<file path="config.mk">
export PLATFORM = sky130hd
export DESIGN_NAME = mask_share_gen_flat
export DESIGN_NICKNAME = d
export VERILOG_FILES = /design/src/rtl/mask_pkg.sv /design/src/rtl/mask_share_gen_if.sv /design/src/rtl/mask_share_gen.sv /design/src/flat_wrapper.sv
export SDC_FILE = /design/constraint.sdc
export NUM_CORES = 1
export LEC_CHECK = 0
export BUFFER_PORTS_ARGS = -buffer_cell sky130_fd_sc_hd__buf_4
export CORE_MARGIN = 1.5
export CORE_UTILIZATION = 50
export DETAILED_ROUTE_END_ITERATION = 8
export GPL_TIMING_DRIVEN = 0
export PLACE_DENSITY = 0.78
export SYNTH_ARGS = -nofsm -noshare
export SYNTH_HDL_FRONTEND = slang
export SYNTH_SLANG_ARGS = --single-unit
</file>
<file path="constraint.sdc">
create_clock -name clk -period 2.2 [get_ports clk]
set_clock_uncertainty 0.05 [all_clocks]
set_input_delay 0.44 -clock clk [delete_from_list [all_inputs] [get_ports clk]]
set_output_delay 0.44 -clock clk [all_outputs]
set_load 0.02 [all_outputs]
</file>
<file path="src/rtl/mask_pkg.sv">
// Shared types and default widths for the masking encoder and the DOM gadgets it feeds.
package mask_pkg;

  localparam int DEFAULT_W  = 8;
  localparam int DEFAULT_CW = 16;

  typedef struct packed {
    logic [DEFAULT_W-1:0] a;
    logic [DEFAULT_W-1:0] b;
  } share_t;

  typedef enum logic {
    IDLE     = 1'b0,
    WAIT_RND = 1'b1
  } gen_state_e;

endpackage

</file>
<file path="src/rtl/mask_share_gen_if.sv">
// Plaintext, randomness and share-pair handshakes of the masking encoder.
interface mask_share_gen_if #(
  parameter int W = 8
);

  logic         in_valid;
  logic         in_ready;
  logic [W-1:0] in_data;
  logic         rnd_valid;
  logic         rnd_ready;
  logic [W-1:0] rnd_data;
  logic         out_valid;
  logic         out_ready;
  logic [W-1:0] out_a;
  logic [W-1:0] out_b;

  // The encoder is the master: it drives the ready signals and the share pair
  modport master (
    input  in_valid, in_data, rnd_valid, rnd_data, out_ready,
    output in_ready, rnd_ready, out_valid, out_a, out_b
  );

  modport slave (
    output in_valid, in_data, rnd_valid, rnd_data, out_ready,
    input  in_ready, rnd_ready, out_valid, out_a, out_b
  );

endinterface

</file>
<file path="src/rtl/mask_share_gen.sv">
// Two-share masking encoder: out_a = d ^ r, out_b = r, with one fresh random word per plaintext word.
module mask_share_gen
  import mask_pkg::*;
#(
  parameter int W            = DEFAULT_W,
  parameter int CW           = DEFAULT_CW,
  parameter bit ZERO_ON_IDLE = 1'b1
) (
  input  logic                clk,
  input  logic                rstn,
  mask_share_gen_if.master    bus,
  input  logic                clr_cnt,
  output logic [CW-1:0]       starve_cnt
);

  gen_state_e    state_q;
  logic [W-1:0]  data_q;
  logic          outValid_q;
  logic [W-1:0]  outA_q;
  logic [W-1:0]  outB_q;
  logic [CW-1:0] starveCnt_q;
  logic [CW-1:0] starveCnt_d;

  logic inReady;
  logic rndReady;
  logic inFire;
  logic starving;

  // Accepting a new word requires the out slot to be free or draining this cycle
  always_comb begin
    inReady  = 1'b0;
    rndReady = 1'b1;
    if (state_q == IDLE) begin
      inReady  = !outValid_q || bus.out_ready;
      rndReady = bus.in_valid && inReady;
    end
  end

  assign inFire   = bus.in_valid && inReady;
  assign starving = (state_q == WAIT_RND) && !bus.rnd_valid;

  always_comb begin
    starveCnt_d = starveCnt_q;
    if (clr_cnt) begin
      starveCnt_d = '0;
    end else if (starving && (starveCnt_q != '1)) begin
      starveCnt_d = starveCnt_q + 1'b1;
    end
  end

  always_ff @(posedge clk) begin
    if (!rstn) begin
      state_q     <= IDLE;
      data_q      <= '0;
      outValid_q  <= 1'b0;
      outA_q      <= '0;
      outB_q      <= '0;
      starveCnt_q <= '0;
    end else begin
      starveCnt_q <= starveCnt_d;

      if (outValid_q && bus.out_ready) begin
        outValid_q <= 1'b0;
        if (ZERO_ON_IDLE) begin
          outA_q <= '0;
          outB_q <= '0;
        end
      end

      // A load below overrides the drain above, keeping back-to-back throughput
      case (state_q)
        IDLE: begin
          if (inFire) begin
            if (bus.rnd_valid) begin
              outA_q     <= bus.in_data ^ bus.rnd_data;
              outB_q     <= bus.rnd_data;
              outValid_q <= 1'b1;
            end else begin
              data_q  <= bus.in_data;
              state_q <= WAIT_RND;
            end
          end
        end
        WAIT_RND: begin
          if (bus.rnd_valid) begin
            outA_q     <= data_q ^ bus.rnd_data;
            outB_q     <= bus.rnd_data;
            outValid_q <= 1'b1;
            state_q    <= IDLE;
            if (ZERO_ON_IDLE) begin
              data_q <= '0;
            end
          end
        end
        default: state_q <= IDLE;
      endcase
    end
  end

  assign bus.in_ready  = inReady;
  assign bus.rnd_ready = rndReady;
  assign bus.out_valid = outValid_q;
  assign bus.out_a     = outA_q;
  assign bus.out_b     = outB_q;
  assign starve_cnt    = starveCnt_q;

endmodule

</file>
<file path="src/flat_wrapper.sv">
// flat-port wrapper written by rule: the top's interface ports become plain ports
module mask_share_gen_flat import mask_pkg::*;
#(
  parameter int W            = DEFAULT_W,
  parameter int CW           = DEFAULT_CW,
  parameter bit ZERO_ON_IDLE = 1'b1
)
  (clk, rstn, clr_cnt, starve_cnt, bus_in_valid, bus_in_data, bus_rnd_valid, bus_rnd_data, bus_out_ready, bus_in_ready, bus_rnd_ready, bus_out_valid, bus_out_a, bus_out_b);
  mask_share_gen_if #(.W(W)) bus_i ();
  input  logic clk;
  input  logic rstn;
  input  logic clr_cnt;
  output logic [CW-1:0] starve_cnt;
  input wire logic [$bits(bus_i.in_valid)-1:0] bus_in_valid;
  input wire logic [$bits(bus_i.in_data)-1:0] bus_in_data;
  input wire logic [$bits(bus_i.rnd_valid)-1:0] bus_rnd_valid;
  input wire logic [$bits(bus_i.rnd_data)-1:0] bus_rnd_data;
  input wire logic [$bits(bus_i.out_ready)-1:0] bus_out_ready;
  output wire logic [$bits(bus_i.in_ready)-1:0] bus_in_ready;
  output wire logic [$bits(bus_i.rnd_ready)-1:0] bus_rnd_ready;
  output wire logic [$bits(bus_i.out_valid)-1:0] bus_out_valid;
  output wire logic [$bits(bus_i.out_a)-1:0] bus_out_a;
  output wire logic [$bits(bus_i.out_b)-1:0] bus_out_b;
  assign bus_i.in_valid = bus_in_valid;
  assign bus_i.in_data = bus_in_data;
  assign bus_i.rnd_valid = bus_rnd_valid;
  assign bus_i.rnd_data = bus_rnd_data;
  assign bus_i.out_ready = bus_out_ready;
  assign bus_in_ready = bus_i.in_ready;
  assign bus_rnd_ready = bus_i.rnd_ready;
  assign bus_out_valid = bus_i.out_valid;
  assign bus_out_a = bus_i.out_a;
  assign bus_out_b = bus_i.out_b;
  mask_share_gen #(.W(W), .CW(CW), .ZERO_ON_IDLE(ZERO_ON_IDLE)) u_core (.clk(clk), .rstn(rstn), .bus(bus_i), .clr_cnt(clr_cnt), .starve_cnt(starve_cnt));
endmodule
</file>
After elaboration in Yosys (flattened, before gate mapping) --
Index checks and enable logic that the tools add are counted.
Cells by class: equality and inequality tests 4, add/subtract/negate cells 1, bitwise gates (word level) 4, reduce and logical (&&, ||, !) cells 10, muxes and demuxes 22
Operators with widths (number):
- 2-to-1 mux 8 bit | 10
- case mux 8 bit (2 select lines) | 3
- adder 16 x 1 -> 16 bit, second input constant | 1
- != test 16 bit, second input constant | 1
- bitwise XOR 8 bit | 2
- 2-to-1 mux 1 bit | 7
- logical AND 1 bit | 5
- != test 2 bit, second input constant | 2
- case mux 1 bit (2 select lines) | 2
- AND reduction 3 bit | 1
- logical NOT 1 bit | 2
- != test 2 x 1 -> 1 bit, second input constant | 1
- NOT 1 bit | 2
- OR reduction 2 bit | 1
- logical OR 1 bit | 1
Word-level totals: flip-flop bits (word level) 42, output and inout bits 35

Logic depth before layout (Yosys ltp) --
Gate-level depths: netlist of the first run.
word-level depth 6, mapped depth 6

Worst setup path before layout of the first run --
OpenSTA, ideal clock, no wires.
path kind reg-to-reg, start point register u_core.starveCnt_q[0], in the netlist u_core.starve_cnt[0], end point register u_core.starveCnt_q[10], in the netlist u_core.starve_cnt[10], data required time 2.080 ns, path slack 0.125 ns, library setup time 0.070 ns, data arrival time 1.955 ns, path buffers 1, cell stages (with the launch flop) 7, cell sequence dfxtp_1 -> ha_1 -> nand3_2 -> or3_1 -> buf_6 -> or4_1 -> a21oi_1
On the way: word-level cells in the longest chain between the ends 2, elaborated cells on any way between the ends 3, classes of those cells 1 x add/sub; 1 x eq/ne; 1 x reduce/logical
RTL lines:
- start, declared | RTL line mask_share_gen.sv:21 | logic [CW-1:0] starveCnt_q;
- start signal, assigned | RTL line mask_share_gen.sv:60 | starveCnt_q <= starveCnt_d;
- parallel branches: the longest is 2 deep, another holds adder 16 x 1 -> 16 bit
Several ways; the timed one is not identified. A chain may end at the register's enable or synchronous reset.

Worst setup path in the final report of the first run --
start point register u_core.starveCnt_q[0], in the netlist u_core.starve_cnt[0], end point register u_core.starveCnt_q[14], in the netlist u_core.starve_cnt[14]
Same word-level chain as after synthesis.

==> results of run 1 <==
critical path: stages (launching register included):
cell	delay, ns
dfxtp_1	0.40
ha_1	0.21
nand3_2	0.12
or3_1	0.41
buf_6	0.15
or4_1	0.49
a21oi_1	0.15
power by group:
group	leakage [nW]	switching (mW)	internal, mW
sequential	0.342	0.0161	0.789
combinational	0.631	0.142	0.110
clock	0.0482	0.262	0.253
cells in the mapped netlist, drive strengths merged, types with 2 or more instances:
cell type / number / share of area [%]
a221oi: 7 / 2.9
nand2b: 3 / 0.90
xnor2: 7 / 2.9
o31ai: 8 / 2.9
buf: 3 / 1.0
a211oi: 2 / 0.72
or4: 7 / 2.6
xor2: 7 / 2.9
clkbuf: 12 / 2.2
or3: 5 / 1.6
or2: 4 / 1.2
nand2: 43 / 7.7
nor2b: 2 / 0.60
and3: 9 / 2.7
mux2i: 3 / 1.4
o21ai: 12 / 2.9
nor2: 3 / 0.54
o21a: 8 / 2.9
o211ai: 2 / 0.72
a21oi: 30 / 7.2
nand3: 9 / 2.4
nor4: 4 / 1.9
inv: 4 / 0.72
nand3b: 2 / 0.72
dfxtp: 42 / 40
nand4: 7 / 2.1
flip-flops by register name (all words and copies together), names as in the netlist:
signal and count:
u_core.bus.out_a 8, u_core.starve_cnt 16, u_core.bus.out_valid 1, u_core.state_q 1, u_core.bus.out_b 8, u_core.data_q 8
worst max-delay path by stage:
stage	from	end	slack, ns	cells after the start
final	u_core.starve_cnt[0]	u_core.starve_cnt[14]	0.16	6
after global routing	u_core.starve_cnt[0]	u_core.starve_cnt[12]	0.04	6
after floorplan	u_core.starve_cnt[0]	u_core.starve_cnt[10]	0.12	6
after CTS	u_core.starve_cnt[0]	u_core.starve_cnt[14]	0.16	6
after global placement	bus_rnd_valid	u_core.starve_cnt[14]	0.14	6
after detailed placement	bus_rnd_valid	u_core.starve_cnt[14]	0.12	6
metrics by stage:
step	setup slack (ns)	hold slack [ns]	utilization, %	instances	cell area, sq um
finish	0.162	0.353	66.4	366	2660
global route	0.0441	0.359	66.4	366	2660
CTS	0.162	0.348	66.4	366	2660
detailed placement	0.124	0.416	64.2	358	2570
global placement	0.139	0.414	64.2	358	2570
floorplan	0.125	0.410	-	253	2090
layout make-up:
cell class                 instances  share of cell area [%]
buffer                            15                    2.50
sequential                        42                    31.6
inverter                           5                   0.706
clock inverter                     1                   0.188
multi-input combinational        191                    43.8
tap                               50                    2.35
timing repair buffer              55                    15.5
clock buffer                       7                    3.25
cells by family (layout without fill, tap and decap cells):
kind of cell               Yosys count  after routing  share of synthesized area [%]
AOI/OAI and AO/OA                   72             72                           21.3
xor gates and xnor gates            14             14                           5.86
adders and majority gates            1              1                          0.598
buffers and inverters               20             83                           4.07
DFF                                 42             42                           40.2
muxes                                3              3                           1.44
and+or+nand+nor                    101            101                           26.5
per-layer routing:
| metal | wire length [um] | vias up |
|---|---|---|
| met5 | 0 | - |
| met4 | 114 | 0 |
| met3 | 239 | 12 |
| met2 | 2440 | 54 |
| met1 | 2160 | 956 |
| li1 | - | 1044 |
==> impl_metrics.ini, run 1 <==
[status]
status = finished, final reports clean

[synth]
syn_avg_cell_area_sq_um = 8.26
synthCells = 253
netlist_area_sq_um = 2090
syn-num-nets = 276
synth.distinct_cells = 39
synth_flop_cell = dfxtp_1
ys_seq_elements = 42
synth_edf_count = 0
seq_area_frac_synth_pct = 40.2
async_flop_share_pct = 0
synth_warnings = 0

[min_path]
whs_endpoint = u_core.data_q[3]
hold_path.class = input pin to flop
hold_start = bus_in_data[3]
whs_path_depth = 3

[critical_path]
end_kind = flop
rrSetupSlack_ns = 0.16
cp.arrival_ns = 2.22
crit_type = flop to flop
required_ns = 2.38
reg2reg_depth = 6
r2r-start = u_core.starve_cnt[0]
reg2reg_to = u_core.starve_cnt[14]
critPathLaunchType = flop
cp_max_fo = 10

[detailed_routing]
drc_errors = 0
routed_wl_um = 4960
wl_per_cell_um = 13.6
ant_nets = 0
initialDrtViolationCount = 167
vias_per_cell = 5.64
vias = 2066
drt_pre_antenna_iters = 4

[timing]
finalCriticalPeriod_ns = 2.04
maxSlewViolCount = 0
grt_setup_unrepaired = no
finalSetupViolations = 0
fmax_ghz = 0.491
fin_setup_tns_ns = 0
relSlewSlack_pct = 48.7
worst_slew_pin_slew_ns = 0.767
hold_viol_final = 0
period_share_pct = 92.7

[run]
cap_violations = 0

[power_and_ir_drop]
fin_total_pwr_mw = 1.57
power_leakage_nw = 1.02
cellPowerDensity_nw_per_um2 = 592
peakVddDrop_mv = 0.374

[clocking]
htree_levels = 2
hold_buffers = 0
cts_root_buf = clkbuf_8
ctsResizeCount = 0
clk_pin_slew_worst_paths_ns = 0.08
clk_latency_ns = 0.29
post_cts_buffers = 0
clockBufferDepth = 2
cts_buffers = 5
cts_tree = done
clkSinkCount = 42

[finish]
antenna_cells = 0
area_growth_pct = 27.1
fillerInstances = 339
drive_gt1_share_pct = 24.1
regArea_sq_um = 841
final_net_count = 338
multi_input_area_sq_um = 1160
mostFrequentLayoutCells = buf_4, nand2_1, dfxtp_1, a21oi_1, clkbuf_1
final_common_cell = buf_4

[placement]
dp_hpwl_um = 3640
portBuffers = 55
gp_congestion = 0.799

[global_route]
grtUsageMet3_pct = 5.17
grt_pass1_vias = 1799
overflow = 0
grt_use_met2_pct = 38.5
grt_pass1_wl_um = 7910
grt-busiest-layer = met2
grt_use_met1_pct = 27.8
track_usage_pct = 22.9
grt_max_degree = 13
grt_antenna_before_repair = 0

[floorplan]
io_pins = 57
design.die.area_sq_um = 4580
initial_core_util_pct = 52.3
die_w_um = 67.7
die-height_um = 67.7
num_rows = 23
coreArea_sq_um = 4000
(Power assumes the default switching activity.)
==> run 2: changes to the inputs <==
--- a/config.mk
+++ b/config.mk
@@ -10,7 +10,8 @@
 export CORE_UTILIZATION = 50
 export DETAILED_ROUTE_END_ITERATION = 8
 export GPL_TIMING_DRIVEN = 0
-export PLACE_DENSITY = 0.78
+export PLACE_DENSITY = 0.8
+export SKIP_LAST_GASP = 1
 export SYNTH_ARGS = -nofsm -noshare
 export SYNTH_HDL_FRONTEND = slang
 export SYNTH_SLANG_ARGS = --single-unit
==> run 2 against run 1 <==
  * Wire length increased by 2.4%
  * Count of clock-buffer cells in the layout stayed put
  * Flip-flop and latch count did not move
  * Cell count unchanged
  * Power increased by 0.23%
  * Highest routed layer unchanged
  * Non-clock buffer count is the same
  * Critical path depth is the same
  * Fmax shrank 0.69%
  * Die area is the same
  * Worst hold slack better by 0.0020 ns
==> impl_metrics.ini, run 2 (same netlist as run 1, synthesis figures left out) <==
[clocking]
cts_root_buf = clkbuf_8
htree_levels = 2
clockBufferDepth = 2
clk_latency_ns = 0.29
hold_buffers = 0
post_cts_buffers = 0
clkSinkCount = 42
clk_pin_slew_worst_paths_ns = 0.08
cts_tree = done
ctsResizeCount = 0
cts_buffers = 5

[finish]
multi_input_area_sq_um = 1160
mostFrequentLayoutCells = buf_4, nand2_1, dfxtp_1, a21oi_1, clkbuf_1
antenna_cells = 0
final_net_count = 338
largest_reg_flops = 16
area_growth_pct = 27.1
regArea_sq_um = 841
drive_gt1_share_pct = 24.1
fin_util_pct = 66.4
final_common_cell = buf_4
fillerInstances = 376

[global_route]
grt_pass1_vias = 1770
overflow = 0
grt_max_degree = 13
track_usage_pct = 23.6
grt_pass1_wl_um = 8250
grt_antenna_before_repair = 0

[floorplan]
num_rows = 23
design.die.area_sq_um = 4580
io_pins = 57
die-height_um = 67.7
initial_core_util_pct = 52.3
coreArea_sq_um = 4000
die_w_um = 67.7

[detailed_routing]
vias = 2090
drt_pre_antenna_iters = 4
ant_nets = 0
highest_layer = met4
dr_wl_met3_um = 266
vias_per_cell = 5.71
dr_wl_met2_um = 2510
drc_errors = 0
met1_length_um = 2220
wl_per_cell_um = 13.9
routed_wl_um = 5080
initialDrtViolationCount = 124

[critical_path]
cp_max_fo = 10
critPathMaxStageDelay_ns = 0.51
critPathLaunchType = flop
critPathLaunch = u_core.starve_cnt[0]
path_cells = ha_1 > nand3_2 > or3_1 > buf_6 > or4_1 > a21oi_1
reg2reg_depth = 6
r2r-start = u_core.starve_cnt[0]
crit_slowest_cell = or4_1
required_ns = 2.38
cp.arrival_ns = 2.23
crit_type = flop to flop
end_kind = flop

[run]
cap_violations = 0

[timing]
fin_setup_tns_ns = 0
fmax_ghz = 0.487
period_share_pct = 93.3
maxSlewViolCount = 0
hold_viol_final = 0
finalSetupViolations = 0
finalCriticalPeriod_ns = 2.05
worst_slew_pin_slew_ns = 0.787
relSlewSlack_pct = 47.4
grt_setup_unrepaired = no

[min_path]
hold_path.class = input pin to flop
whs_path_depth = 3
hold_start = bus_in_data[3]

[status]
status = finished, final reports clean

[placement]
gp_congestion = 0.780
dp_hpwl_um = 3760
portBuffers = 55

[power_and_ir_drop]
peakVddDrop_mv = 0.430
power_leakage_nw = 1.02
cellPowerDensity_nw_per_um2 = 593
-- run 2: cell counts in the layout (fill, tap and decap cells not counted) --
No cell type changed its count.
-- run 2: routing by layer --
metal / global-route usage (%) / vias up
met5: 0 / -
li1: - / 1042
met1: 29.7 / 971
met4: 7.65 / 0
met2: 39.6 / 68
met3: 5.33 / 9
-- run 2: layout make-up --
type	instances	area share [%]
plain buffers	15	2.50
clock buffers	7	3.25
clock inverters	1	0.188
inverters	5	0.706
multi-input cells	191	43.8
flip-flops and latches	42	31.6
well taps	50	2.35
repair buffers	55	15.5
-- run 2: power by group --
part | internal, mW | switching, mW | total [mW] | leakage, nW
Sequential | 0.789 | 0.0164 | 0.805 | 0.342
Clock | 0.253 | 0.265 | 0.518 | 0.0482
Combinational | 0.110 | 0.143 | 0.253 | 0.631
Total | 1.15 | 0.424 | 1.58 | 1.02
-- run 2: path summary, 6_finish.rpt --
check,end,slack (ns)
setup / recovery,u_core.starve_cnt[14],0.15
hold / removal,u_core.data_q[3],0.35
setup reg to reg,u_core.starve_cnt[14],0.15
hold reg to reg,u_core.bus.out_a[5],0.43
-- run 2: worst max-delay path: cells and delay by family, from the launching register on --
kind                       cells  cell delay (ns)
AOI/OAI and AO/OA              1             0.15
adders and majority gates      1             0.20
buffers and inverters          1             0.15
DFF                            1             0.39
and+or+nand+nor                3             1.06
-- run 2: through the flow --
step	setup WS, ns	cell area (sq um)	std cells	total power, mW	hold slack, ns
floorplan	0.125	2090	253	0.966	0.410
CTS	0.157	2660	366	1.58	0.350
detailed placement	0.114	2570	358	1.08	0.417
finish	0.148	2660	366	1.58	0.355
global placement	0.158	2570	358	1.07	0.415
global route	0.0178	2660	366	1.65	0.358
==> run 3: changes to the inputs <==
--- a/config.mk
+++ b/config.mk
@@ -10,7 +10,7 @@
 export CORE_UTILIZATION = 50
 export DETAILED_ROUTE_END_ITERATION = 8
 export GPL_TIMING_DRIVEN = 0
-export PLACE_DENSITY = 0.8
+export PLACE_DENSITY = 0.75
 export SKIP_LAST_GASP = 1
 export SYNTH_ARGS = -nofsm -noshare
 export SYNTH_HDL_FRONTEND = slang
==> run 3 against run 2 <==
  * Register-to-register slack improved by 0.02 ns
  * Via count fell by 2.3%
  * Die area did not move
  * Critical path type unchanged
==> impl_metrics.ini, run 3 (same netlist as run 1, synthesis figures left out) <==
[status]
status = finished, final reports clean

[clocking]
cts_tree = done
cts_root_buf = clkbuf_8
cts_buffers = 5
hold_buffers = 0
clk_latency_ns = 0.30
clk_pin_slew_worst_paths_ns = 0.08
ctsResizeCount = 0
clkSinkCount = 42
htree_levels = 2
clockBufferDepth = 2
post_cts_buffers = 0

[critical_path]
crit_cells = 6
end_kind = flop
cp.arrival_ns = 2.21
crit_slowest_cell = or4_1
crit_type = flop to flop
reg2reg_depth = 6
critPathLaunchType = flop
critPathTopFamily = simple AND/OR/NAND/NOR gates
cp_num_buf_inv = 1
reg2reg_to = u_core.starve_cnt[10]
critPathMaxStageDelay_ns = 0.49
crit_path_end = u_core.starve_cnt[10]
path_cells = ha_1 > nand3_2 > or3_1 > buf_6 > or4_1 > a21oi_1
r2r-start = u_core.starve_cnt[0]
cp_max_fo = 10
rrSetupSlack_ns = 0.16
required_ns = 2.38
critPathLaunch = u_core.starve_cnt[0]

[floorplan]
coreArea_sq_um = 4000
initial_core_util_pct = 52.3
die-height_um = 67.7
design.die.area_sq_um = 4580
io_pins = 57
num_rows = 23
die_w_um = 67.7

[global_route]
grt_pass1_wl_um = 8250
grt_max_degree = 13
overflow = 0
track_usage_pct = 24.2
grt_pass1_vias = 1824
grt_antenna_before_repair = 0

[detailed_routing]
wl_per_cell_um = 14.4
met1_length_um = 2360
highest_layer = met4
vias_per_cell = 5.58
initialDrtViolationCount = 105
drc_errors = 0
vias = 2041
routed_wl_um = 5250
ant_nets = 0
dr_wl_met2_um = 2520
drt_pre_antenna_iters = 4
dr_wl_met3_um = 240

[timing]
grt_setup_unrepaired = no
setup_slack_ns = 0.163
maxSlewViolCount = 0
fmax_ghz = 0.491
relSlewSlack_pct = 48.2
finalSetupViolations = 0
hold_viol_final = 0
worst_slew_pin_slew_ns = 0.775
period_share_pct = 92.6
fin_setup_tns_ns = 0
finalCriticalPeriod_ns = 2.04

[finish]
final_net_count = 338
antenna_cells = 0
largest_reg_flops = 16
area_growth_pct = 27.8
mostFrequentLayoutCells = buf_4, nand2_1, dfxtp_1, a21oi_1, clkbuf_1
drive_gt1_share_pct = 23.7
layoutNonFillerInstCount = 366
fin_util_pct = 66.8
final_common_cell = buf_4
fillerInstances = 344

[min_path]
hold_path.class = input pin to flop

[power_and_ir_drop]
cellPowerDensity_nw_per_um2 = 622
power_leakage_nw = 1.03
fin_total_pwr_mw = 1.66
peakVddDrop_mv = 0.465

[placement]
dp.cells = 358
dp_hpwl_um = 3790
portBuffers = 55
gp_congestion = 0.801
place_ws_ns = 0.112

[run]
cap_violations = 0
==> run 3: changes by cell type in the layout (fill, tap and decap cells not counted), sizes merged <==
cell and delta:
bufinv +1, clkinv -1
==> run 3: power by group <==
| group | leakage (nW) | switching [mW] | internal [mW] |
|---|---|---|---|
| logic | 0.631 | 0.146 | 0.110 |
| registers | 0.342 | 0.0165 | 0.789 |
| clock network | 0.0524 | 0.260 | 0.340 |
==> run 3: area by class of cell <==
class	instances	area [sq um]	share of cell area [%]
Sequential cell	42	841	31.5
Clock buffer	7	76.3	2.86
Clock inverter	1	30.0	1.12
Tap cell	50	62.6	2.34
Buffer	15	66.3	2.48
Timing Repair Buffer	55	413	15.4
Inverter	5	18.8	0.702
Multi-Input combinational cell	191	1160	43.6
==> run 3: per-layer routing <==
metal | up-vias | global-route usage [%]
li1 | 1042 | -
met1 | 944 | 29.8
met2 | 44 | 39.5
met3 | 11 | 6.33
met4 | 0 | 10.5
met5 | - | 0
==> run 3: worst min-delay path by stage <==
stage	start	end	slack, ns	cells after the start
floorplan	u_core.data_q[0]	u_core.data_q[0]	0.41	2
global placement	u_core.bus.out_a[4]	u_core.bus.out_a[4]	0.41	2
detailed placement	u_core.bus.out_a[3]	u_core.bus.out_a[3]	0.42	2
CTS	bus_in_data[5]	u_core.data_q[5]	0.34	3
global route	bus_in_data[0]	u_core.data_q[0]	0.35	3
finish	bus_in_data[5]	u_core.data_q[5]	0.35	3
==> run 3: through the flow <==
step,hold WS (ns),cell area [sq um]
5_1_grt,0.348,2670
4_1_cts,0.340,2670
2_1_floorplan,0.410,2090
3_5_place_dp,0.415,2570
3_3_place_gp,0.414,2570
6_report,0.349,2670
==> run 3: worst register-to-register path, cell delays in order, from the launching register on <==
cell and delay (ns):
dfxtp_1 0.39, ha_1 0.20, nand3_2 0.13, or3_1 0.41
buf_6 0.15, or4_1 0.49, a21oi_1 0.15
